### config.mk
export PLATFORM = sky130hd
export DESIGN_NAME = seg7_scan_reader_flat
export DESIGN_NICKNAME = d
export VERILOG_FILES = /design/src/rtl/seg7_pkg.sv /design/src/rtl/seg7_scan_reader_if.sv /design/src/rtl/seg7_to_bcd.sv /design/src/rtl/seg7_scan_reader.sv /design/src/flat_wrapper.sv
export SDC_FILE = /design/constraint.sdc
export NUM_CORES = 1
export LEC_CHECK = 0
export CAP_MARGIN = 40
export CORE_UTILIZATION = 40
export DETAILED_ROUTE_END_ITERATION = 8
export HOLD_SLACK_MARGIN = 0.15
export PLACE_DENSITY = 0.62
export SYNTH_ARGS = -nofsm -noshare
export SYNTH_HDL_FRONTEND = slang
export SYNTH_HIERARCHICAL = 1
export SYNTH_SLANG_ARGS = --single-unit
### constraint.sdc
create_clock -name clk -period 1.8 [get_ports clk]
set_input_delay 0.18 -clock clk [delete_from_list [all_inputs] [get_ports clk]]
set_output_delay 0.18 -clock clk [all_outputs]
set_load 0.01 [all_outputs]
### src/rtl/seg7_pkg.sv
// Shared constants and types for the 7-segment scan reader.
package seg7_pkg;

    // Segment patterns, seg[6]=a ... seg[0]=g, active-high.
    localparam logic [6:0] SEG_0     = 7'h7E;
    localparam logic [6:0] SEG_1     = 7'h30;
    localparam logic [6:0] SEG_2     = 7'h6D;
    localparam logic [6:0] SEG_3     = 7'h79;
    localparam logic [6:0] SEG_4     = 7'h33;
    localparam logic [6:0] SEG_5     = 7'h5B;
    localparam logic [6:0] SEG_6     = 7'h5F;
    localparam logic [6:0] SEG_7     = 7'h70;
    localparam logic [6:0] SEG_8     = 7'h7F;
    localparam logic [6:0] SEG_9     = 7'h7B;
    localparam logic [6:0] SEG_BLANK = 7'h00;

    localparam logic [3:0] BCD_BLANK = 4'hA;
    localparam logic [3:0] BCD_BAD   = 4'hF;

    typedef enum logic [1:0] {
        S_IDLE = 2'd0,
        S_LO   = 2'd1,
        S_HI   = 2'd2
    } state_e;

endpackage

### src/rtl/seg7_scan_reader_if.sv
// Display-side bus of the scan reader: scanned segment/enable lines in, decoded digits out.
interface seg7_scan_reader_if;

    logic [6:0] seg;
    logic [1:0] an;
    logic [3:0] bcd_lo;
    logic [3:0] bcd_hi;
    logic       bad_lo;
    logic       bad_hi;
    logic       frame_valid;
    logic       conflict;

    // Display driver / stimulus side.
    modport master (
        output seg, an,
        input  bcd_lo, bcd_hi, bad_lo, bad_hi, frame_valid, conflict
    );

    // Reader side.
    modport slave (
        input  seg, an,
        output bcd_lo, bcd_hi, bad_lo, bad_hi, frame_valid, conflict
    );

endinterface

### src/rtl/seg7_to_bcd.sv
// Combinational 7-segment pattern to BCD lookup; blank maps to BCD_BLANK, unknown to BCD_BAD.
module seg7_to_bcd
    import seg7_pkg::*;
(
    input  logic [6:0] seg_i,
    output logic [3:0] val_o,
    output logic       bad_o
);

    // Pattern lookup; anything outside the table is flagged bad.
    always_comb begin
        val_o = BCD_BAD;
        bad_o = 1'b0;
        case (seg_i)
            SEG_0:     val_o = 4'd0;
            SEG_1:     val_o = 4'd1;
            SEG_2:     val_o = 4'd2;
            SEG_3:     val_o = 4'd3;
            SEG_4:     val_o = 4'd4;
            SEG_5:     val_o = 4'd5;
            SEG_6:     val_o = 4'd6;
            SEG_7:     val_o = 4'd7;
            SEG_8:     val_o = 4'd8;
            SEG_9:     val_o = 4'd9;
            SEG_BLANK: val_o = BCD_BLANK;
            default: begin
                val_o = BCD_BAD;
                bad_o = 1'b1;
            end
        endcase
    end

endmodule

### src/rtl/seg7_scan_reader.sv
// Two-digit multiplexed 7-segment reader: waits for each digit's pattern to hold for
// STABLE samples, decodes it, and pulses frame_valid once both digits have refreshed.
module seg7_scan_reader
    import seg7_pkg::*;
#(
    parameter int unsigned STABLE = 4  // legal 2..15
) (
    input  logic               clk,
    input  logic               rst_n,
    seg7_scan_reader_if.slave  bus
);

    localparam logic [3:0] RunMax  = 4'(STABLE);
    localparam logic [3:0] RunLast = 4'(STABLE - 1);

    // Input stage plus a one-cycle-older copy used for change detection.
    logic [6:0] s_seg_q, p_seg_q;
    logic [1:0] s_an_q, p_an_q;

    state_e     state_q, state_d;
    logic [3:0] run_q, run_d;
    logic [3:0] bcd_lo_q, bcd_lo_d, bcd_hi_q, bcd_hi_d;
    logic       bad_lo_q, bad_lo_d, bad_hi_q, bad_hi_d;
    logic       done_lo_q, done_lo_d, done_hi_q, done_hi_d;
    logic       frame_valid_q, frame_valid_d;

    logic [3:0] dec_val;
    logic       dec_bad;
    logic       conflict;
    logic       changed;
    logic       entry;
    logic       commit;
    logic       done_lo_set, done_hi_set;

    seg7_to_bcd u_dec (
        .seg_i (s_seg_q),
        .val_o (dec_val),
        .bad_o (dec_bad)
    );

    // Register inputs, FSM state, run counter and all output state.
    always_ff @(posedge clk) begin
        if (!rst_n) begin
            s_seg_q       <= '0;
            s_an_q        <= '0;
            p_seg_q       <= '0;
            p_an_q        <= '0;
            state_q       <= S_IDLE;
            run_q         <= '0;
            bcd_lo_q      <= '0;
            bcd_hi_q      <= '0;
            bad_lo_q      <= 1'b0;
            bad_hi_q      <= 1'b0;
            done_lo_q     <= 1'b0;
            done_hi_q     <= 1'b0;
            frame_valid_q <= 1'b0;
        end else begin
            s_seg_q       <= bus.seg;
            s_an_q        <= bus.an;
            p_seg_q       <= s_seg_q;
            p_an_q        <= s_an_q;
            state_q       <= state_d;
            run_q         <= run_d;
            bcd_lo_q      <= bcd_lo_d;
            bcd_hi_q      <= bcd_hi_d;
            bad_lo_q      <= bad_lo_d;
            bad_hi_q      <= bad_hi_d;
            done_lo_q     <= done_lo_d;
            done_hi_q     <= done_hi_d;
            frame_valid_q <= frame_valid_d;
        end
    end

    // Next state, run counter, commit and frame completion.
    always_comb begin
        state_d       = S_IDLE;
        run_d         = run_q;
        commit        = 1'b0;
        bcd_lo_d      = bcd_lo_q;
        bcd_hi_d      = bcd_hi_q;
        bad_lo_d      = bad_lo_q;
        bad_hi_d      = bad_hi_q;
        done_lo_d     = done_lo_q;
        done_hi_d     = done_hi_q;
        frame_valid_d = 1'b0;

        case (s_an_q)
            2'b01:   state_d = S_LO;
            2'b10:   state_d = S_HI;
            default: state_d = S_IDLE;  // 00 blank, 11 conflict
        endcase

        conflict = (s_an_q == 2'b11);
        changed  = (s_seg_q != p_seg_q) || (s_an_q != p_an_q);
        entry    = (state_d != state_q) && (state_d != S_IDLE);

        if (conflict) begin
            run_d = '0;
        end else if (changed || entry) begin
            run_d = 4'd1;
        end else if (run_q < RunMax) begin
            run_d  = run_q + 4'd1;
            // Only the STABLE-1 -> STABLE step commits, so a held pattern never recommits.
            commit = (run_q == RunLast);
        end

        if (commit && state_d == S_LO) begin
            bcd_lo_d = dec_val;
            bad_lo_d = dec_bad;
        end
        if (commit && state_d == S_HI) begin
            bcd_hi_d = dec_val;
            bad_hi_d = dec_bad;
        end

        // A commit landing on the completing cycle still counts toward this frame.
        done_lo_set = done_lo_q | (commit && state_d == S_LO);
        done_hi_set = done_hi_q | (commit && state_d == S_HI);
        if (done_lo_set && done_hi_set) begin
            frame_valid_d = 1'b1;
            done_lo_d     = 1'b0;
            done_hi_d     = 1'b0;
        end else begin
            done_lo_d     = done_lo_set;
            done_hi_d     = done_hi_set;
        end
    end

    assign bus.bcd_lo      = bcd_lo_q;
    assign bus.bcd_hi      = bcd_hi_q;
    assign bus.bad_lo      = bad_lo_q;
    assign bus.bad_hi      = bad_hi_q;
    assign bus.frame_valid = frame_valid_q;
    assign bus.conflict    = conflict;

endmodule

### src/flat_wrapper.sv
// flat-port wrapper written by rule: the top's interface ports become plain ports
module seg7_scan_reader_flat import seg7_pkg::*;
#(
    parameter int unsigned STABLE = 4                
)
  (clk, rst_n, bus_seg, bus_an, bus_bcd_lo, bus_bcd_hi, bus_bad_lo, bus_bad_hi, bus_frame_valid, bus_conflict);
  seg7_scan_reader_if bus_i ();
  input  logic clk;
  input  logic rst_n;
  input wire logic [$bits(bus_i.seg)-1:0] bus_seg;
  input wire logic [$bits(bus_i.an)-1:0] bus_an;
  output wire logic [$bits(bus_i.bcd_lo)-1:0] bus_bcd_lo;
  output wire logic [$bits(bus_i.bcd_hi)-1:0] bus_bcd_hi;
  output wire logic [$bits(bus_i.bad_lo)-1:0] bus_bad_lo;
  output wire logic [$bits(bus_i.bad_hi)-1:0] bus_bad_hi;
  output wire logic [$bits(bus_i.frame_valid)-1:0] bus_frame_valid;
  output wire logic [$bits(bus_i.conflict)-1:0] bus_conflict;
  assign bus_i.seg = bus_seg;
  assign bus_i.an = bus_an;
  assign bus_bcd_lo = bus_i.bcd_lo;
  assign bus_bcd_hi = bus_i.bcd_hi;
  assign bus_bad_lo = bus_i.bad_lo;
  assign bus_bad_hi = bus_i.bad_hi;
  assign bus_frame_valid = bus_i.frame_valid;
  assign bus_conflict = bus_i.conflict;
  seg7_scan_reader #(.STABLE(STABLE)) u_core (.clk(clk), .rst_n(rst_n), .bus(bus_i));
endmodule
==> impl_metrics.json <==
{
  "status": "complete, no violations",
  "final_hold_viol_count": 0,
  "synth_cell_types": 47,
  "synth-async-reset-ratio_pct": 0,
  "dr_wl_met3_um": 172,
  "clockBufferDepth": 2,
  "tns_ns": 0,
  "highest_layer": "met4",
  "synth.avg_cell_area_um2": 9.755,
  "synth_fa_ha_area_share_pct": 4.228,
  "crit_family": "simple AND/OR/NAND/NOR gates",
  "post-place-cells": 253,
  "slowest_stage": "dfxtp_4",
  "wl_met1_um": 1434,
  "place_ws_ns": -0.08999,
  "cp_cell_sequence": "inv_1, ha_1, xnor2_1, a21o_1, and4_4, and3_2, nor4b_2",
  "fin_util_pct": 53.05,
  "worst_pin_slew_ns": 0.3793,
  "ys.flop_type": "dfxtp_1",
  "cp-start-kind": "register",
  "yosys.area_share.xor_xnor_pct": 5.920,
  "cts_hold_buf": 0,
  "rows": 23,
  "route.vias.total": 1341,
  "finalWorstPathRequiredPeriod_ns": 1.716,
  "critPathCaptureType": "register",
  "worstPathArrival_ns": 1.91,
  "antenna_found_initial": 0,
  "cts_sinks": 37,
  "yosysWarningCount": 6,
  "ys_seq_area_share_pct": 41.72,
  "hold_slack_ns": 0.4596,
  "min_path_type": "register to register",
  "clkLatencyLatePin_ns": 0.28,
  "core_region_area_mm2": 0.004144,
  "drv_slew": 0,
  "drtPass1Iterations": 4,
  "drc_errors": 0,
  "fmax_mhz": 582.6,
  "start_util_pct": 42.84,
  "fillers": 394,
  "grt_setup_unrepaired": "no",
  "fp.dieArea_mm2": 0.004709,
  "grt_usage_pct": 16.26,
  "cts_tree": "built",
  "fin_ws_ns": 0.08370,
  "grt_overflow": 0,
  "synth_compound_gate_area_share_pct": 9.514,
  "path_max_fanout": 6,
  "syn_area_mm2": 0.001775,
  "grt_max_degree": 25,
  "cp.required_ns": 1.99,
  "synth_seq_cells": 37,
  "clkTransAtPathRegs_ns": 0.07,
  "die_w_um": 68.63,
  "fp.dieH_um": 68.63,
  "synth_top_family_by_area": "simple AND/OR/NAND/NOR gates",
  "slew_headroom_pct": 74.48,
  "p_leak_nw": 0.8897,
  "synth_nets": 199,
  "finalSetupViolCount": 0,
  "synth-edff-count": 0,
  "portBuffers": 22,
  "layout.cells.non_filler": 262,
  "path_buf_inv": 1,
  "synthCells": 182,
  "max_cap_violations": 0,
  "via_per_inst": 5.118,
  "synth-simple-area-share_pct": 26.92,
  "grt_pass1_wl_um": 5526,
  "clock-skew-final_ns": 0.001095,
  "ir_worst_vdd_mv": 0.5083,
  "cts_max_level": 2,
  "nets": 228,
  "fin_crit_sh_pct": 95.35,
  "powerDensity_mw_per_mm2": 803.1,
  "drive_above_1_share_pct": 17.92,
  "num_io_pins": 23,
  "cts_made_buffers": 5,
  "place_congestion": 0.7685,
  "wl_met2_um": 1654,
  "wl_per_cell_um": 12.69,
  "crit_type": "register to register",
  "slowest_delay_ns": 0.38,
  "totalWireLength_um": 3325,
  "dp_hpwl_um": 2569,
  "cts-root-buf": "clkbuf_8",
  "syn2layout_area_growth_pct": 23.82,
  "muxShareOfSynthArea_pct": 6.836,
  "final_antenna_net_count": 0,
  "grt_pass1_vias": 1284,
  "drt_iter0_drc": 63,
  "rrSetupSlack_ns": 0.08,
  "antenna_cells": 0
}
worst min-delay path, delay by kind of cell (launching register included):
kind / cells / cell delay (ns)
flip-flops: 1 / 0.31
multiplexers: 1 / 0.05
AND/OR/NAND/NOR: 1 / 0.05
flip-flops by register name, indices dropped and copies added, names as in the netlist:
signal and count:
u_core/p_an_q 2, u_core/run_q 4, u_core/bus.frame_valid 1, u_core/bus.bad_lo 1
u_core/bus.bcd_hi 4, u_core/state_q 2, u_core/bus.bad_hi 1, u_core/bus.bcd_lo 4
u_core/s_an_q 2, u_core/done_hi_q 1, u_core/done_lo_q 1, u_core/p_seg_q 7
u_core/s_seg_q 7
power by group:
group / total [W] / internal, W / switching [W]
registers: 0.000867 / 0.000841 / 0.0000258
clock network: 0.000725 / 0.000451 / 0.000274
logic: 0.000174 / 0.0000917 / 0.0000822
placed cells by master, fill, tap and decap left out, types with 3 or more instances in the layout:
cell type        instances
a21oi_1                  5
and2_1                  21
buf_4                   10
clkbuf_8                 6
clkdlybuf4s50_1         22
dfxtp_1                 32
dfxtp_2                  3
ha_1                     4
inv_1                    4
mux2i_1                 11
nand2_1                 20
nand4_1                  4
nor2_1                   8
nor3_1                   4
o22ai_1                  3
xnor2_1                  3
xor2_1                   9
cell usage after synthesis, types with 3 or more instances:
| master | instances | share of area, % |
|---|---|---|
| dfxtp_1 | 37 | 42 |
| and2_1 | 21 | 7.4 |
| nand2_1 | 20 | 4.2 |
| mux2i_1 | 11 | 6.2 |
| xor2_1 | 9 | 4.4 |
| nor2_1 | 8 | 1.7 |
| ha_1 | 6 | 4.2 |
| a21oi_1 | 5 | 1.4 |
| clkbuf_1 | 4 | 0.85 |
| inv_1 | 4 | 0.85 |
| nand4_1 | 4 | 1.4 |
| nor3_1 | 4 | 1.1 |
| buf_4 | 3 | 1.3 |
| buf_6 | 3 | 1.9 |
| o22ai_1 | 3 | 1.1 |
| xnor2_1 | 3 | 1.5 |
routing by layer:
metal / up-vias / global-route usage, %
li1: 677 / -
met1: 617 / 18.36
met2: 40 / 28.06
met3: 7 / 3.947
met4: 0 / 8.594
met5: - / 0
cells by family after synthesis:
kind of cell               after synthesis
muxes                                   12
buffers and inverters                   14
xor gates and xnor gates                12
AOI/OAI and AO/OA                       23
adders and majority gates                6
DFF                                     37
and+or+nand+nor                         78
layout make-up:
class,instances,area [µm²],share of cell area [%]
Sequential cell,37,752.0,34.21
Inverter,4,15.01,0.6830
Clock buffer,7,86.33,3.927
Timing Repair Buffer,32,295.3,13.43
Multi-Input combinational cell,131,957.2,43.54
Clock inverter,1,30.03,1.366
Tap cell,50,62.56,2.846
what timing repair did:
| item | 4_1_cts | 5_1_grt |
|---|---|---|
| setup endpoints to repair | 7 | 9 |
| setup buffers | 0 | 1 |
| pin swaps | 1 | 3 |
| gates resized for setup | 6 | 5 |
stage by stage:
stage,area [µm²],power (W)
global route,2198,0.001853
floorplan,1775,0.001004
finish,2198,0.001766
global placement,2054,0.001054
detailed placement,2054,0.001060
CTS,2182,0.001788
final timing paths:
check | depth (start not counted) | startpoint | end
worst max register to register | 7 | u_core/s_an_q[1]$_SDFF_PN0_ | u_core/done_hi_q$_SDFF_PP0_
worst min-delay path | 2 | u_core/bus.bcd_lo[1]$_SDFFE_PN0P_ | u_core/bus.bcd_lo[1]$_SDFFE_PN0P_
worst min register to register | 2 | u_core/bus.bcd_lo[1]$_SDFFE_PN0P_ | u_core/bus.bcd_lo[1]$_SDFFE_PN0P_
worst max-delay path | 7 | u_core/s_an_q[1]$_SDFF_PN0_ | u_core/done_hi_q$_SDFF_PP0_
(Power assumes the default switching activity.)
